### config.mk
export PLATFORM = sky130hd
export DESIGN_NAME = ifetch_unit
export DESIGN_NICKNAME = d
export VERILOG_FILES = /design/src/rtl/rv32_pkg.sv /design/src/rtl/ifetch_skid_buf.sv /design/src/rtl/ifetch_unit.sv
export SDC_FILE = /design/constraint.sdc
export NUM_CORES = 1
export LEC_CHECK = 0
export ABC_AREA = 1
export BUFFER_PORTS_ARGS = -buffer_cell sky130_fd_sc_hd__buf_2
export CAP_MARGIN = 10
export CORE_MARGIN = 2
export CORE_UTILIZATION = 50
export CTS_BUF_LIST = sky130_fd_sc_hd__clkbuf_8
export CTS_CLUSTER_DIAMETER = 30
export CTS_CLUSTER_SIZE = 10
export DETAILED_ROUTE_END_ITERATION = 10
export HOLD_SLACK_MARGIN = 0.05
export PLACE_DENSITY = 0.72
export RECOVER_POWER = 50
export SKIP_LAST_GASP = 1
export SLEW_MARGIN = 20
export SYNTH_ARGS = -nofsm -noshare
export SYNTH_HDL_FRONTEND = slang
export SYNTH_SLANG_ARGS = --single-unit
### constraint.sdc
create_clock -name clk -period 2.8 [get_ports clk]
set_input_delay 0.28 -clock clk [delete_from_list [all_inputs] [get_ports clk]]
set_output_delay 0.28 -clock clk [all_outputs]
set_load 0.05 [all_outputs]
### src/rtl/rv32_pkg.sv
// Shared RV32I front-end definitions: constants and the fetch buffer entry type.
package rv32_pkg;

    localparam logic [31:0] NOP_INSTR = 32'h0000_0013;
    localparam logic [31:0] PC_STEP   = 32'd4;

    typedef struct packed {
        logic [31:0] instr;
        logic [31:0] pc;
        logic        fault;
    } fetch_entry_t;

    typedef enum logic {
        FETCH_RUN,
        FETCH_HALT
    } fetch_state_e;

endpackage

### src/rtl/ifetch_skid_buf.sv
// Two-entry FIFO between fetch and decode; head entry is presented straight from storage.
module ifetch_skid_buf
    import rv32_pkg::*;
#(
    parameter int unsigned DEPTH = 2
) (
    input  logic         clk,
    input  logic         rst_n,
    input  logic         i_push,
    input  fetch_entry_t i_push_data,
    input  logic         i_pop,
    input  logic         i_flush,
    output logic [1:0]   o_count,
    output fetch_entry_t o_head
);

    localparam fetch_entry_t RESET_ENTRY = '{instr: NOP_INSTR, pc: '0, fault: 1'b0};

    fetch_entry_t r_mem [DEPTH];
    logic         r_rd_ptr;
    logic         r_wr_ptr;
    logic [1:0]   r_count;

    always_ff @(posedge clk or negedge rst_n) begin
        if (!rst_n) begin
            for (int unsigned i = 0; i < DEPTH; i++) begin
                r_mem[i] <= RESET_ENTRY;
            end
            r_rd_ptr <= 1'b0;
            r_wr_ptr <= 1'b0;
            r_count  <= '0;
        end else if (i_flush) begin
            r_rd_ptr <= 1'b0;
            r_wr_ptr <= 1'b0;
            r_count  <= '0;
        end else begin
            // When full, push and pop share a slot: the popped head is overwritten at the same edge.
            if (i_push) begin
                r_mem[r_wr_ptr] <= i_push_data;
                r_wr_ptr        <= ~r_wr_ptr;
            end
            if (i_pop) begin
                r_rd_ptr <= ~r_rd_ptr;
            end
            case ({i_push, i_pop})
                2'b10:   r_count <= r_count + 2'd1;
                2'b01:   r_count <= r_count - 2'd1;
                default: r_count <= r_count;
            endcase
        end
    end

    assign o_count = r_count;
    assign o_head  = r_mem[r_rd_ptr];

endmodule

### src/rtl/ifetch_unit.sv
// RV32I instruction fetch: PC, imem addressing, redirect handling and decode-side skid buffer.
// Optional misaligned-target fault reporting is enabled by defining IFETCH_MISALIGN_FAULT_EN.
module ifetch_unit
    import rv32_pkg::*;
#(
    parameter logic [31:0] RESET_PC  = 32'h0000_0000,
    parameter int unsigned BUF_DEPTH = 2
) (
    input  logic        clk,
    input  logic        rst_n,
    output logic [31:0] imem_addr,
    input  logic [31:0] imem_instr,
    input  logic        redirect_valid,
    input  logic [31:0] redirect_pc,
    output logic        if_valid,
    output logic [31:0] if_instr,
    output logic [31:0] if_pc,
    input  logic        id_ready,
    output logic        fetch_fault
);

    logic [31:0]  r_pc;
    logic [1:0]   w_count;
    fetch_entry_t w_head;
    fetch_entry_t w_push_data;
    logic         w_pop;
    logic         w_cap;
    logic         w_run;
    logic         w_fault;
    logic [31:0]  w_redir_pc;

`ifdef IFETCH_MISALIGN_FAULT_EN
    fetch_state_e r_state;

    // A faulting capture parks fetch until execute redirects it elsewhere.
    always_ff @(posedge clk or negedge rst_n) begin
        if (!rst_n) begin
            r_state <= FETCH_RUN;
        end else if (redirect_valid) begin
            r_state <= FETCH_RUN;
        end else begin
            case (r_state)
                FETCH_RUN:  if (w_cap && w_fault) r_state <= FETCH_HALT;
                FETCH_HALT: r_state <= FETCH_HALT;
                default:    r_state <= FETCH_RUN;
            endcase
        end
    end

    assign w_run       = (r_state == FETCH_RUN);
    assign w_fault     = (r_pc[1:0] != 2'b00);
    assign w_redir_pc  = redirect_pc;
    assign fetch_fault = w_head.fault;
`else
    assign w_run       = 1'b1;
    assign w_fault     = 1'b0;
    assign w_redir_pc  = {redirect_pc[31:2], 2'b00};
    // Entries are always pushed with fault clear, so this is constant 0.
    assign fetch_fault = w_head.fault;
`endif

    assign w_pop       = if_valid && id_ready;
    assign w_cap       = !redirect_valid && w_run && ((w_count < 2'd2) || w_pop);
    assign w_push_data = '{instr: imem_instr, pc: r_pc, fault: w_fault};

    always_ff @(posedge clk or negedge rst_n) begin
        if (!rst_n) begin
            r_pc <= RESET_PC;
        end else if (redirect_valid) begin
            r_pc <= w_redir_pc;
        end else if (w_cap) begin
            r_pc <= r_pc + PC_STEP;
        end
    end

    ifetch_skid_buf #(
        .DEPTH (BUF_DEPTH)
    ) u_skid_buf (
        .clk         (clk),
        .rst_n       (rst_n),
        .i_push      (w_cap),
        .i_push_data (w_push_data),
        .i_pop       (w_pop),
        .i_flush     (redirect_valid),
        .o_count     (w_count),
        .o_head      (w_head)
    );

    assign imem_addr = r_pc;
    assign if_valid  = (w_count != 2'd0);
    assign if_instr  = w_head.instr;
    assign if_pc     = w_head.pc;

endmodule

**Word level (Yosys, flattened, before mapping)**

Index checks and enable logic that the tools add are counted.

- Register bits after elaboration: 166
- Latch bits: 0
- Memory bits (writable): 0
- Bits in read-only memories: 0
- Memories kept: 0

- $add $sub $neg: 3
- Multipliers: 0
- Div/mod/pow operators: 0
- $lt $le $gt $ge: 4
- Equality and inequality tests: 2
- Shift operators: 0
- Muxes and demuxes: 14
- Bitwise gates (word level): 5
- Reductions and logical operators: 10

Operators by type and width:

| kind | number |
|---|---|
| two-way mux 65 bit | 4 |
| bitwise mux 130 bit | 1 |
| demux 65 bit (select 1 bit) | 1 |
| two-way mux 32 bit | 2 |
| adder 32 x 3 -> 32 bit (second input constant) | 1 |
| nonzero test 2 bit | 3 |
| greater-or-equal comparator 2 bit (second input constant) | 2 |
| two-way mux 1 bit | 4 |
| inverter 1 -> 2 bit | 2 |
| one-hot mux 2 bit (2 select lines) | 1 |
| logical AND 1 bit | 3 |
| inverter 1 bit | 3 |
| nonzero test 3 bit | 1 |
| adder 2 x 1 -> 2 bit (second input constant) | 1 |
| == test 2 x 1 -> 1 bit (second input constant) | 1 |
| == test 2 bit (second input constant) | 1 |
| < comparator 2 x 1 -> 1 bit (second input constant) | 1 |
| < comparator 2 bit (second input constant) | 1 |
| two-way mux 2 bit | 1 |
| AND reduction 2 bit | 1 |
| subtractor 2 x 1 -> 2 bit (second input constant) | 1 |
| zero test 1 bit | 1 |
| logical OR 1 bit | 1 |

**Depth between registers and ports, before layout**

- Word-level depth: 7
- Gate-level depth with buffers: 12
- Depth with buffers taken out: 11

**By module**

From an unflattened synthesis, not the netlist that was laid out.

- Cells, all modules: 933
- Area total of the unflattened synthesis: 8330.5 sq um

Modules (own cells, without submodules):

| module | times used | cells an instance | area an instance (sq um) | sequential area each (sq um) |
|---|---|---|---|---|
| ifetch_skid_buf | 1 | 588 | 6128.4 | 3360.7 |
| ifetch_unit | 1 | 345 | 2202.1 | 750.7 |

**Worst setup path before layout**

OpenSTA, ideal clock, no wires.

- Path type: reg2reg
- Start point: register r_pc[3] (netlist: imem_addr[3])
- End point: register r_pc[22] (netlist: imem_addr[22])
- Data arrival time: 1.757 ns
- Required time: 2.687 ns
- Path slack: 0.930 ns
- Stages on the path, launching flop included: 11
- Path through: dfrtp_1 ha_1 nand2_1 nor2_1 nand2_1 nor2_1 nand3_1 nand2_1 nand2_1 nand2_1 inv_1

- Cells in the longest elaborated chain, start to end: 3

RTL lines:

| item | RTL line | text |
|---|---|---|
| start: declaration | ifetch_unit.sv:22 | `logic [31:0] r_pc;` |
| start signal: assignment | ifetch_unit.sv:70 | `r_pc <= w_redir_pc;` |
| start signal: assignment | ifetch_unit.sv:72 | `r_pc <= r_pc + PC_STEP;` |
| adder 32 x 3 -> 32 bit | ifetch_unit.sv:72 |  |
| two-way mux 32 bit | ifetch_unit.sv:71 | `end else if (w_cap) begin` |
| two-way mux 32 bit | ifetch_unit.sv:69 | `end else if (redirect_valid) begin` |

Every way passes these cells. The select of a mux whose other input is x is not followed.
A chain may end at the register's enable or synchronous reset.

**Final worst setup path**

- Start point: register u_skid_buf.r_count[1] (netlist: u_skid_buf.o_count[1])
- End point: register u_skid_buf.r_mem[54] (netlist name)

- Cells in the longest elaborated chain, start to end: 5
- Elaborated cells between the ends (all ways): 6

RTL lines:

| item | RTL line | text |
|---|---|---|
| start: declaration | ifetch_skid_buf.sv:22 | `logic [1:0] r_count;` |
| start signal: assignment | ifetch_skid_buf.sv:46 | `2'b10: r_count <= r_count + 2'd1;` |
| start signal: assignment | ifetch_skid_buf.sv:47 | `2'b01: r_count <= r_count - 2'd1;` |
| start signal: assignment | ifetch_skid_buf.sv:48 | `default: r_count <= r_count;` |
| branches (longest 2 deep; another with < comparator 2 bit) | - |  |
| logical OR 1 bit (*) | ifetch_unit.sv:63 | `assign w_cap = !redirect_valid && w_run && ((w_count < 2'd2) \|\| w_pop);` |
| logical AND 1 bit (*) | ifetch_unit.sv:63 |  |
| AND reduction 2 bit (no source line) (*) | - |  |
| end signal: indexed assignment | ifetch_skid_buf.sv:39 | `r_mem[r_wr_ptr] <= i_push_data;` |
| end: declaration | ifetch_skid_buf.sv:19 | `fetch_entry_t r_mem [DEPTH];` |

Every way passes the cells marked *.

==> flow_metrics.py <==
metrics = {
    "synth": {
        "syn_area_sq_um": 7700,
        "synth_edf_count": 0,
        "yosys_most_used_dff": "dfrtp_1",
        "synth_top_area_cell": "dfrtp_1",
        "synth_top_cell_area_share_pct": 49.4,
        "avgSynthCellArea_sq_um": 7.47,
        "ys_top_cells_by_area": "dfrtp_1 (49%), nand2_1 (22%), o21ai_0 (5.6%), inv_1 (4.3%), o21ai_1 (3.8%)",
        "ys_warn_count": 0,
        "synthArstFlopShare_pct": 100,
        "ys_ff_latch": 158,
        "synthCells": 1031,
        "yosys.cell_types.count": 29,
        "ys_seq_area_share_pct": 51.4,
    },
    "setup_path": {
        "required_ns": 3.16,
        "startpoint_type": "flip-flop",
        "critPathKind": "reg2reg",
        "cp_max_fo": 76,
        "worstReg2RegStart": "u_skid_buf.o_count[1]$_DFFE_PN0P_",
        "r2r_setup_slack_ns": 0.47,
        "endpoint_kind": "flip-flop",
        "reg2reg_to": "u_skid_buf.r_mem[54]$_DFFE_PN0P_",
        "cp_data_arrival_time_ns": 2.68,
        "reg2reg_depth": 9,
    },
    "clock_tree": {
        "htreeDepth": 4,
        "cts_resized": 0,
        "cts_buffers": 17,
        "cts_buffer_depth": 2,
        "cts_hold_buf": 8,
        "clk_pin_slew_worst_paths_ns": 0.08,
        "postCtsSetupBuffers": 0,
        "root_buffer": "clkbuf_8",
        "clock_latency_ns": 0.45,
        "cts_tree": "yes",
        "cts_num_sinks": 158,
    },
    "finish": {
        "area_growth_pct": 16.8,
        "final_cells": 1378,
        "drive_gt1_share_pct": 15.7,
        "final_common_cell": "nand2_1",
        "diodes": 0,
        "final_cell_mix": "nand2_1 (443), dfrtp_1 (151), buf_2 (126)",
        "nNetsFinal": 1246,
    },
    "die": {
        "core_area_sq_um": 15100,
        "initial_core_util_pct": 50.9,
        "dieArea_sq_um": 16400,
        "rows": 45,
        "io-pin-count": 166,
        "die_width_microns": 128,
        "die_h_microns": 128,
    },
    "power": {
        "pwr_density_cell_nw_per_um2": 784,
        "ir_worst_vdd_v": 0.000338,
        "p_leak_nw": 4.78,
    },
    "run": {
        "maxCapViolations": 0,
    },
    "placement": {
        "gp_congestion": 0.901,
        "place_inst": 1338,
        "port_buffers": 158,
        "dp_worst_setup_slack_ns": 0.689,
        "place.detailed.hpwl_microns": 12700,
    },
    "worst_hold_path": {
        "whs_path_depth": 3,
        "hp-start": "redirect_pc[10]",
        "hold_end": "imem_addr[10]$_DFFE_PN0P_",
        "hp-class": "in2reg",
    },
    "route": {
        "drc": 0,
        "vias_per_cell": 5.02,
        "wl_microns": 18500,
        "first_pass_iters": 5,
        "drtIter0Drc": 512,
        "ant_nets": 0,
        "vias": 6918,
        "routedWlPerCell_microns": 13.4,
    },
    "timing": {
        "drv_slew": 0,
        "hold_viol": 0,
        "min_period_over_period_pct": 83.1,
        "rsz0062_at_grt": "no",
        "slew_headroom_pct": 5.89,
        "max_freq_mhz": 430,
        "tightest_slew_ns": 1.41,
        "final.setup.tns_ns": 0,
        "setup_slack_ns": 0.474,
        "finalClockSkew_ns": 0.0124,
        "min_period_ns": 2.33,
        "setup_violations": 0,
    },
    "outcome": {
        "status": "completed",
    },
    "global_routing": {
        "gr-usage-all-layers_pct": 23.4,
        "antenna_found_initial": 0,
        "grt_remaining_overflow": 0,
        "grt_pass1_wl_microns": 30100,
        "grt_pass1_vias": 6251,
        "grt_max_degree": 77,
    },
}
==> kinds of logic (layout without fill, tap and decap cells) <==
group / after synthesis / count (layout) / synth area share, %
AOI/OAI and AO/OA: 167 / 167 / 11.3
xor gates and xnor gates: 3 / 3 / 0.341
adders and majority gates: 1 / 1 / 0.162
buffers and inverters: 147 / 302 / 8.35
DFF: 158 / 158 / 51.4
other: 1 / 5 / 0.0487
and+or+nand+nor: 554 / 554 / 28.4
==> worst max-delay path: stages (launching register included) <==
cell,delay [ns]
dfrtp_1,0.37
inv_1,0.08
nand2_4,0.08
nand2_2,0.07
nand2_1,0.35
nand2_4,0.11
inv_2,0.25
nand2_4,0.33
buf_12,0.31
o21ai_0,0.22
==> worst max path at each step <==
| stage | startpoint | to |
|---|---|---|
| floorplan | imem_addr[3]$_DFFE_PN0P_ | imem_addr[22]$_DFFE_PN0P_ |
| global placement | u_skid_buf.o_count[1]$_DFFE_PN0P_ | u_skid_buf.r_mem[42]$_DFFE_PN0P_ |
| detailed placement | u_skid_buf.o_count[1]$_DFFE_PN0P_ | u_skid_buf.r_mem[54]$_DFFE_PN0P_ |
| CTS | u_skid_buf.r_rd_ptr$_DFFE_PN0P_ | if_pc[10] |
| global route | rst_n | u_skid_buf.r_mem[8]$_DFFE_PN0P_ |
| finish | u_skid_buf.o_count[1]$_DFFE_PN0P_ | u_skid_buf.r_mem[54]$_DFFE_PN0P_ |
==> sequential cells by signal, indices dropped and copies added, names as in the netlist <==
| signal | count |
|---|---|
| imem_addr | 30 |
| u_skid_buf.o_count | 2 |
| u_skid_buf.r_mem | 124 |
| u_skid_buf.r_rd_ptr | 1 |
| u_skid_buf.r_wr_ptr | 1 |
==> metrics by stage <==
| stage | hold slack (ns) | util (%) | total power [W] | instance area (sq um) |
|---|---|---|---|---|
| 2_1_floorplan | -0.0156 | - | 0.00491 | 7720 |
| 3_3_place_gp | 0.272 | 56.7 | 0.00546 | 8590 |
| 3_5_place_dp | 0.275 | 56.7 | 0.00550 | 8590 |
| 4_1_cts | 0.0510 | 59.8 | 0.00711 | 9050 |
| 5_1_grt | 0.0587 | 59.4 | 0.00747 | 9000 |
| 6_report | 0.0742 | 59.4 | 0.00705 | 9000 |
==> synth_stat cells (3+ instances only) <==
cell type / count
a21oi_1: 10
buf_1: 7
buf_2: 10
buf_4: 5
buf_6: 8
clkbuf_1: 23
dfrtp_1: 152
dfstp_2: 6
inv_1: 89
inv_2: 5
nand2_1: 442
nand2_4: 4
nand3_1: 47
nor2_1: 52
o211ai_1: 5
o21ai_0: 86
o21ai_1: 59
o21ai_2: 3
xor2_1: 3
==> layout make-up <==
class                      count  area (sq um)
fill                        1471          6150
sequential                   158          3960
multi-input combinational    730          3110
timing repair buffer         176           955
inverter                      94           353
clock buffer                  21           289
tap                          188           235
clock inverter                11          92.6
==> power breakdown <==
part / switching [W] / leakage (nW) / internal (W)
logic: 0.00179 / 2.67 / 0.000579
clock network: 0.000828 / 0.184 / 0.000786
registers: 0.000299 / 1.93 / 0.00277
==> layer usage <==
| layer | vias to the layer above | part of all wire [%] | global-route usage (%) |
|---|---|---|---|
| li1 | 3514 | - | - |
| met1 | 3148 | 47 | 33.0 |
| met2 | 228 | 45 | 36.1 |
| met3 | 28 | 5.7 | 4.59 |
| met4 | 0 | 2.1 | 8.53 |
| met5 | - | 0 | 0 |
Note: power is estimated with default switching activity, not from simulation.
